--- config.mk ---
export PLATFORM = sky130hd
export DESIGN_NAME = reg_op_sequencer
export DESIGN_NICKNAME = d
export VERILOG_FILES = /design/src/rtl/reg_op_sequencer.sv
export SDC_FILE = /design/constraint.sdc
export NUM_CORES = 1
export LEC_CHECK = 0
export ABC_AREA = 1
export BUFFER_PORTS_ARGS = -buffer_cell sky130_fd_sc_hd__buf_4
export CORE_MARGIN = 10
export CORE_UTILIZATION = 25
export CTS_CLUSTER_SIZE = 12
export DETAILED_ROUTE_END_ITERATION = 6
export PLACE_DENSITY = 0.39
export SETUP_SLACK_MARGIN = 0.02
export SLEW_MARGIN = 20
export SYNTH_ARGS = -nofsm -noshare
export SYNTH_HDL_FRONTEND = slang
export SYNTH_SLANG_ARGS = --single-unit
--- constraint.sdc ---
create_clock -name clk -period 2.85 [get_ports clk]
set_input_delay 0.285 -clock clk [delete_from_list [all_inputs] [get_ports clk]]
set_output_delay 0.285 -clock clk [all_outputs]
set_load 0.05 [all_outputs]
--- src/rtl/reg_op_sequencer.sv ---
// reg_op_sequencer: FIFO-buffered command sequencer that drives one register_8 control per cycle.
module reg_op_sequencer #(
  parameter int DEPTH = 4,
  parameter int CNT_W = 4
) (
  input  logic             clk,
  input  logic             rst,
  input  logic             cmd_valid,
  output logic             cmd_ready,
  input  logic [2:0]       cmd_op,
  input  logic [7:0]       cmd_data,
  input  logic [CNT_W-1:0] cmd_count,
  output logic [7:0]       data,
  output logic             load,
  output logic             reverse,
  output logic             nibble_reverse,
  output logic             rotateleft_b,
  output logic             busy,
  output logic             done,
  output logic             err
);
  localparam int AW = $clog2(DEPTH);
  localparam int OW = $clog2(DEPTH + 1);
  typedef enum logic {IDLE, EXEC} state_t;
  state_t state_q, state_d;
  logic [2:0] op_mem [DEPTH];
  logic [7:0] dat_mem [DEPTH];
  logic [CNT_W-1:0] cnt_mem [DEPTH];
  logic [AW-1:0] wr_q, rd_q;
  logic [OW-1:0] occ_q;
  logic [2:0] op_q;
  logic [7:0] data_q;
  logic [CNT_W-1:0] rem_q;
  logic err_q, empty, push, pop, last, exec;
  assign empty     = occ_q == '0;
  assign cmd_ready = occ_q != OW'(DEPTH);
  assign push      = cmd_valid && cmd_ready && cmd_op <= 3'd4;
  assign exec      = state_q == EXEC;
  assign last      = exec && rem_q == '0;
  // Pop from idle, or back-to-back on the final cycle of the running command.
  assign pop       = !empty && (state_q == IDLE || last);
  always_ff @(posedge clk)
    state_q <= rst ? IDLE : state_d;
  always_comb
    state_d = pop ? EXEC : (last ? IDLE : state_q);
  always_comb begin
    load           = exec && op_q == 3'd1;
    reverse        = exec && op_q == 3'd2;
    nibble_reverse = exec && op_q == 3'd3;
    rotateleft_b   = !(exec && op_q == 3'd4);
    done           = last;
    busy           = exec || !empty;
    err            = err_q;
    data           = data_q;
  end
  always_ff @(posedge clk)
    if (push) begin
      op_mem[wr_q]  <= cmd_op;
      dat_mem[wr_q] <= cmd_data;
      cnt_mem[wr_q] <= cmd_count;
    end
  always_ff @(posedge clk)
    if (rst) begin
      wr_q   <= '0;
      rd_q   <= '0;
      occ_q  <= '0;
      op_q   <= '0;
      data_q <= '0;
      rem_q  <= '0;
      err_q  <= 1'b0;
    end else begin
      err_q <= cmd_valid && cmd_ready && cmd_op > 3'd4;
      occ_q <= occ_q + OW'(push) - OW'(pop);
      if (push) wr_q <= wr_q + AW'(1);
      if (pop) begin
        rd_q   <= rd_q + AW'(1);
        op_q   <= op_mem[rd_q];
        data_q <= dat_mem[rd_q];
        rem_q  <= cnt_mem[rd_q];
      end else if (exec && !last) begin
        rem_q <= rem_q - CNT_W'(1);
      end
    end
endmodule

# After elaboration in Yosys (flattened, before gate mapping)
# Memories as Yosys holds them, arrays and structs flattened. A register that Yosys moved wholly into a read port is not among the register bits.
# Index checks and enable logic that the tools add are counted.
totals:
  register_bits: 13
  ram_bits: 60
  in_bits: 18
  wordCells: 49
  mem_count: 3
memory_table:
  columns: ["memory", "depth", "word_bits", "rd", "rd_ports_with_merged_regs", "wr", "line", "source"]
  rows:
  - ["dat_mem", 4, 8, 1, 1, 1, "27", "logic [7:0] dat_mem [DEPTH];"]
  - ["cnt_mem", 4, 4, 1, 1, 1, "28", "logic [CNT_W-1:0] cnt_mem [DEPTH];"]
  - ["op_mem", 4, 3, 1, 1, 1, "26", "logic [2:0] op_mem [DEPTH];"]
classes:
  n_addsub: 5
  magnitude_cmp: 2
  n_eq_ne: 5
  n_mux: 8
  bitwise_logic: 1
  reduce_logical: 19
ops:
  columns: ["operator", "count"]
  rows:
  - ["1-bit logical AND", 10]
  - ["4-bit two-way mux", 2]
  - ["3-bit by 2-bit == test with 1-bit output, second input constant", 2]
  - ["2-bit by 1-bit adder with 2-bit output, second input constant", 2]
  - ["4-bit logical NOT", 1]
  - ["1-bit two-way mux", 4]
  - ["2-bit two-way mux", 2]
  - ["2-bit nonzero test", 2]
  - ["4-bit by 1-bit subtractor with 4-bit output, second input constant", 1]
  - ["3-bit by 1-bit adder with 3-bit output", 1]
  - ["3-bit by 1-bit == test with 1-bit output, second input constant", 1]
  - ["3-bit == test, second input constant", 1]
  - ["3-bit greater-than comparator, second input constant", 1]
  - ["3-bit <= comparator, second input constant", 1]
  - ["1-bit logical NOT", 3]
  - ["3-bit logical NOT", 1]
  - ["3-bit inequality test, second input constant", 1]
  - ["3-bit by 1-bit subtractor with 3-bit output", 1]
  - ["1-bit logical OR", 2]
  - ["1-bit NOT", 1]

# Logic depth before layout (Yosys ltp)
logic_depth:
  depth_word: 6
  ltp_mapped: 14
  mapped_depth_nobuf: 13

# Worst setup path after synthesis
# No wires, ideal clock.
synth_path:
  kind: "register -> register"
  from: "reg occ_q[1]"
  to: "reg occ_q[2]"
  setup_time_ps: 120
  t_arrival_ps: 2324
  t_required_ps: 2730
  setup_slack_ps: 406
  path_stages_with_launch: 12
  n_path_buf: 0
  period_less_slack_ps: 2444
  cell_sequence: "dfxtp_1 > inv_1 > nand3_1 > and2_1 > nand2_1 > ha_1 > inv_1 > ha_1 > inv_1 > fa_1 > o21ai_0 > a21oi_1"
synth_via:
  elab_chain_cells: 5
synth_rtl:
  columns: ["element", "line", "source"]
  rows:
  - ["start, declared", "30", "logic [OW-1:0] occ_q;"]
  - ["start signal, assigned", "73", "occ_q <= occ_q + OW'(push) - OW'(pop);"]
  - ["3-bit inequality test", "36", "assign cmd_ready = occ_q != OW'(DEPTH);"]
  - ["named net cmd_ready", "9", "output logic cmd_ready,"]
  - ["1-bit logical AND (2 in a row)", "37", "assign push = cmd_valid && cmd_ready && cmd_op <= 3'd4;"]
  - ["3-bit by 1-bit adder with 3-bit output", "73", null]
  - ["3-bit by 1-bit subtractor with 3-bit output", "73", null]
# The timed path passes the listed nets, and every way through them passes these cells.
# A chain may end at the register's enable or synchronous reset.

# Worst setup path after layout
layout_path:
  from: "reg rem_q[0]"
  to: "reg occ_q[2]"
layout_via:
  elab_chain_cells: 5
layout_rtl:
  columns: ["element", "line", "source"]
  rows:
  - ["start, declared", "33", "logic [CNT_W-1:0] rem_q;"]
  - ["start signal, assigned", "79", "rem_q <= cnt_mem[rd_q];"]
  - ["start signal, assigned", "81", "rem_q <= rem_q - CNT_W'(1);"]
  - ["4-bit logical NOT", "39", "assign last = exec && rem_q == '0;"]
  - ["1-bit logical AND", "39", null]
  - ["1-bit logical OR", "41", "assign pop = !empty && (state_q == IDLE || last);"]
  - ["1-bit logical AND", "41", null]
  - ["3-bit by 1-bit subtractor with 3-bit output", "73", null]
# Every way passes these cells.

==> impl_metrics.py <==
metrics = {
    "yosys": {
        "syn_avg_cell_area_sq_um": 11.0,
        "syn_area_sq_um": 3440,
        "ys_seq_area_frac": 0.675,
        "synth-edff-count": 60,
        "synth_xor_area_frac": 0.00509,
        "yosysWarnings": 0,
        "postSynthCellCount": 314,
        "ys.flop_type": "edfxtp_1",
        "synth.area.mux_share": 0,
        "yosysUniqueCellTypes": 28,
        "syn_nets": 340,
        "synth_top_cell_by_area": "edfxtp_1",
        "synth-seq-cells": 86,
        "synth_top_area_share": 0.523,
        "synthAdderAreaFrac": 0.0313,
        "synthTopCellsByArea": "edfxtp_1 (52%), dfxtp_1 (15%), nor2_1 (7.2%)",
        "async_flop_share": 0,
        "synth_top_family_by_area": "simple AND/OR/NAND/NOR gates",
        "yosys.area_share.simple": 0.144,
        "synth-compound-area-share": 0.0967,
    },
    "detailed_routing": {
        "via_per_inst": 4.28,
        "drt_iter0_drc": 121,
        "drcViolationCount": 0,
        "ant_nets": 0,
        "routed_wl_microns": 8170,
        "wire_per_inst_microns": 15.2,
        "vias": 2305,
        "dr.pass1.iters": 4,
    },
    "floorplan": {
        "start_util": 0.258,
        "die_area_sq_um": 18900,
        "fp.dieH_microns": 137,
        "std_cell_rows": 42,
        "core_sq_um": 13300,
        "ios": 34,
        "chipWidth_microns": 137,
    },
    "critical_path": {
        "path_cells": "inv_1, ha_1, nand2_2, nand2_4, nand2_4, inv_2, ha_1, inv_1, ha_1, inv_1, fa_1, o21ai_0, a21oi_1",
        "crit_buf_inv": 4,
        "cp-start-kind": "flop",
        "required_ps": 3080,
        "critical_path_class": "flop to flop",
        "max_stage_delay_ps": 370,
        "crit_path_end_kind": "flop",
        "cp_max_fo": 13,
        "critPathTopFamily": "adder cells",
        "worstPathArrival_ps": 2470,
        "critical_path.slowest_cell": "fa_1",
    },
    "sta": {
        "max_freq_mhz": 447,
        "fin_crit_sh": 0.785,
        "setup_viol": 0,
        "setup_tns_ps": 0,
        "fin_crit_ps": 2240,
        "tightest_slew_ps": 803,
        "hold_viol": 0,
        "fin_skew_ps": 4.31,
        "slew_violations": 0,
        "slew-limit-headroom": 0.464,
        "rsz0062_at_grt": "no",
    },
    "clock_network": {
        "clkTransAtPathRegs_ps": 60,
        "cts_resized": 0,
        "cts_hold_buffers": 0,
        "clockBufferDepth": 2,
        "cts_sinks": 86,
        "postCtsSetupRepairBufs": 0,
        "numCtsBuffers": 9,
        "htreeDepth": 3,
        "clk_latency_ps": 340,
        "cts_root_buf": "clkbuf_16",
        "tritoncts": "built",
    },
    "global_routing": {
        "grt_pass1_wl_microns": 12900,
        "grt_overflow_total": 0,
        "grt_max_degree": 27,
        "antenna_found_initial": 0,
        "grt_usage": 0.0929,
        "grt_pass1_vias": 2338,
    },
    "final_layout": {
        "drive_above_1_share": 0.182,
        "layout_commonest_cell": "nor2_1",
        "nets": 383,
        "area_growth_pct": 21.9,
        "fin_area_sq_um": 4200,
        "antenna_cells": 0,
        "layout_common_cells": "nor2_1 (66), edfxtp_1 (60), buf_4 (44)",
    },
    "power_and_ir_drop": {
        "peakVddDrop_v": 0.000326,
        "leakage_nw": 1.59,
        "cellPowerDensity_nw_per_um2": 1020,
    },
    "place": {
        "place_area_sq_um": 3920,
        "port_buffers": 33,
        "place.gp.congestion": 0.712,
        "dp_hpwl_microns": 5490,
    },
    "run_status": {
        "status": "completed",
    },
    "flow_run": {
        "drv_cap": 0,
    },
    "worst_hold_path": {
        "hold_path_class": "input pin to flop",
    },
}
==> through the flow <==
step	hold WS [ps]	util	setup WS [ps]	total power, mW	instances
global route	130	0.314	372	4.59	538
finish	143	0.314	611	4.27	538
CTS	126	0.314	598	4.36	538
detailed placement	493	0.294	571	3.26	522
floorplan	384	-	406	2.81	314
global placement	489	0.294	564	3.24	522
==> path summary, 6_finish.rpt <==
check	start	endpoint	slack, ps	cells after the start
min reg2reg	wr_q[1]$_SDFFE_PP0P_	wr_q[1]$_SDFFE_PP0P_	510	2
min	cmd_count[0]	cnt_mem[0][0]$_DFFE_PP_	140	1
max reg2reg	rem_q[0]$_SDFFE_PP0P_	occ_q[2]$_SDFF_PP0_	610	13
max	rem_q[0]$_SDFFE_PP0P_	occ_q[2]$_SDFF_PP0_	610	13
==> synthesized netlist by cell type (all sizes together) (3+ instances only) <==
cell	instances
clkbuf	4
nor4	3
nand3	13
nand2	32
nor2	67
o21ai	42
dfxtp	26
edfxtp	60
buf	8
ha	7
a21oi	10
inv	25
o22ai	11
==> flip-flops by register name, summed over array words and instances (netlist names), named ones only <==
signal,count
dat_mem,32
cnt_mem,16
op_mem,12
data,8
rem_q,4
occ_q,3
op_q,3
rd_q,2
wr_q,2
err,1
exec,1
==> power breakdown <==
group	switching, mW	leakage, nW	total (mW)	internal [mW]
combinational	1.05	0.692	1.54	0.483
sequential	0.132	0.761	1.65	1.52
clock	0.466	0.138	1.08	0.610
total	1.65	1.59	4.27	2.61
==> routing by layer <==
layer,routed length (microns),track usage,vias to the layer above,part of all wire
met5,0,0,-,0
met4,191,0.0445,0,0.023
met3,448,0.0295,12,0.055
met2,3600,0.137,44,0.44
met1,3930,0.121,1087,0.48
li1,-,-,1162,-
==> logic make-up after synthesis <==
group           Yosys count
compound gates           63
simple gates            118
buf+inv                  37
fa+ha+maj                 8
flops                    86
xor+xnor                  2
==> layout make-up <==
cell class / instances / area, sq um
timing repair buffer: 44 / 330
multi-input combinational: 191 / 953
inverter: 25 / 93.8
sequential: 86 / 2320
clock inverter: 6 / 36.3
clock buffer: 10 / 239
fill: 1407 / 9150
tap: 176 / 220
(Power assumes the default switching activity.)
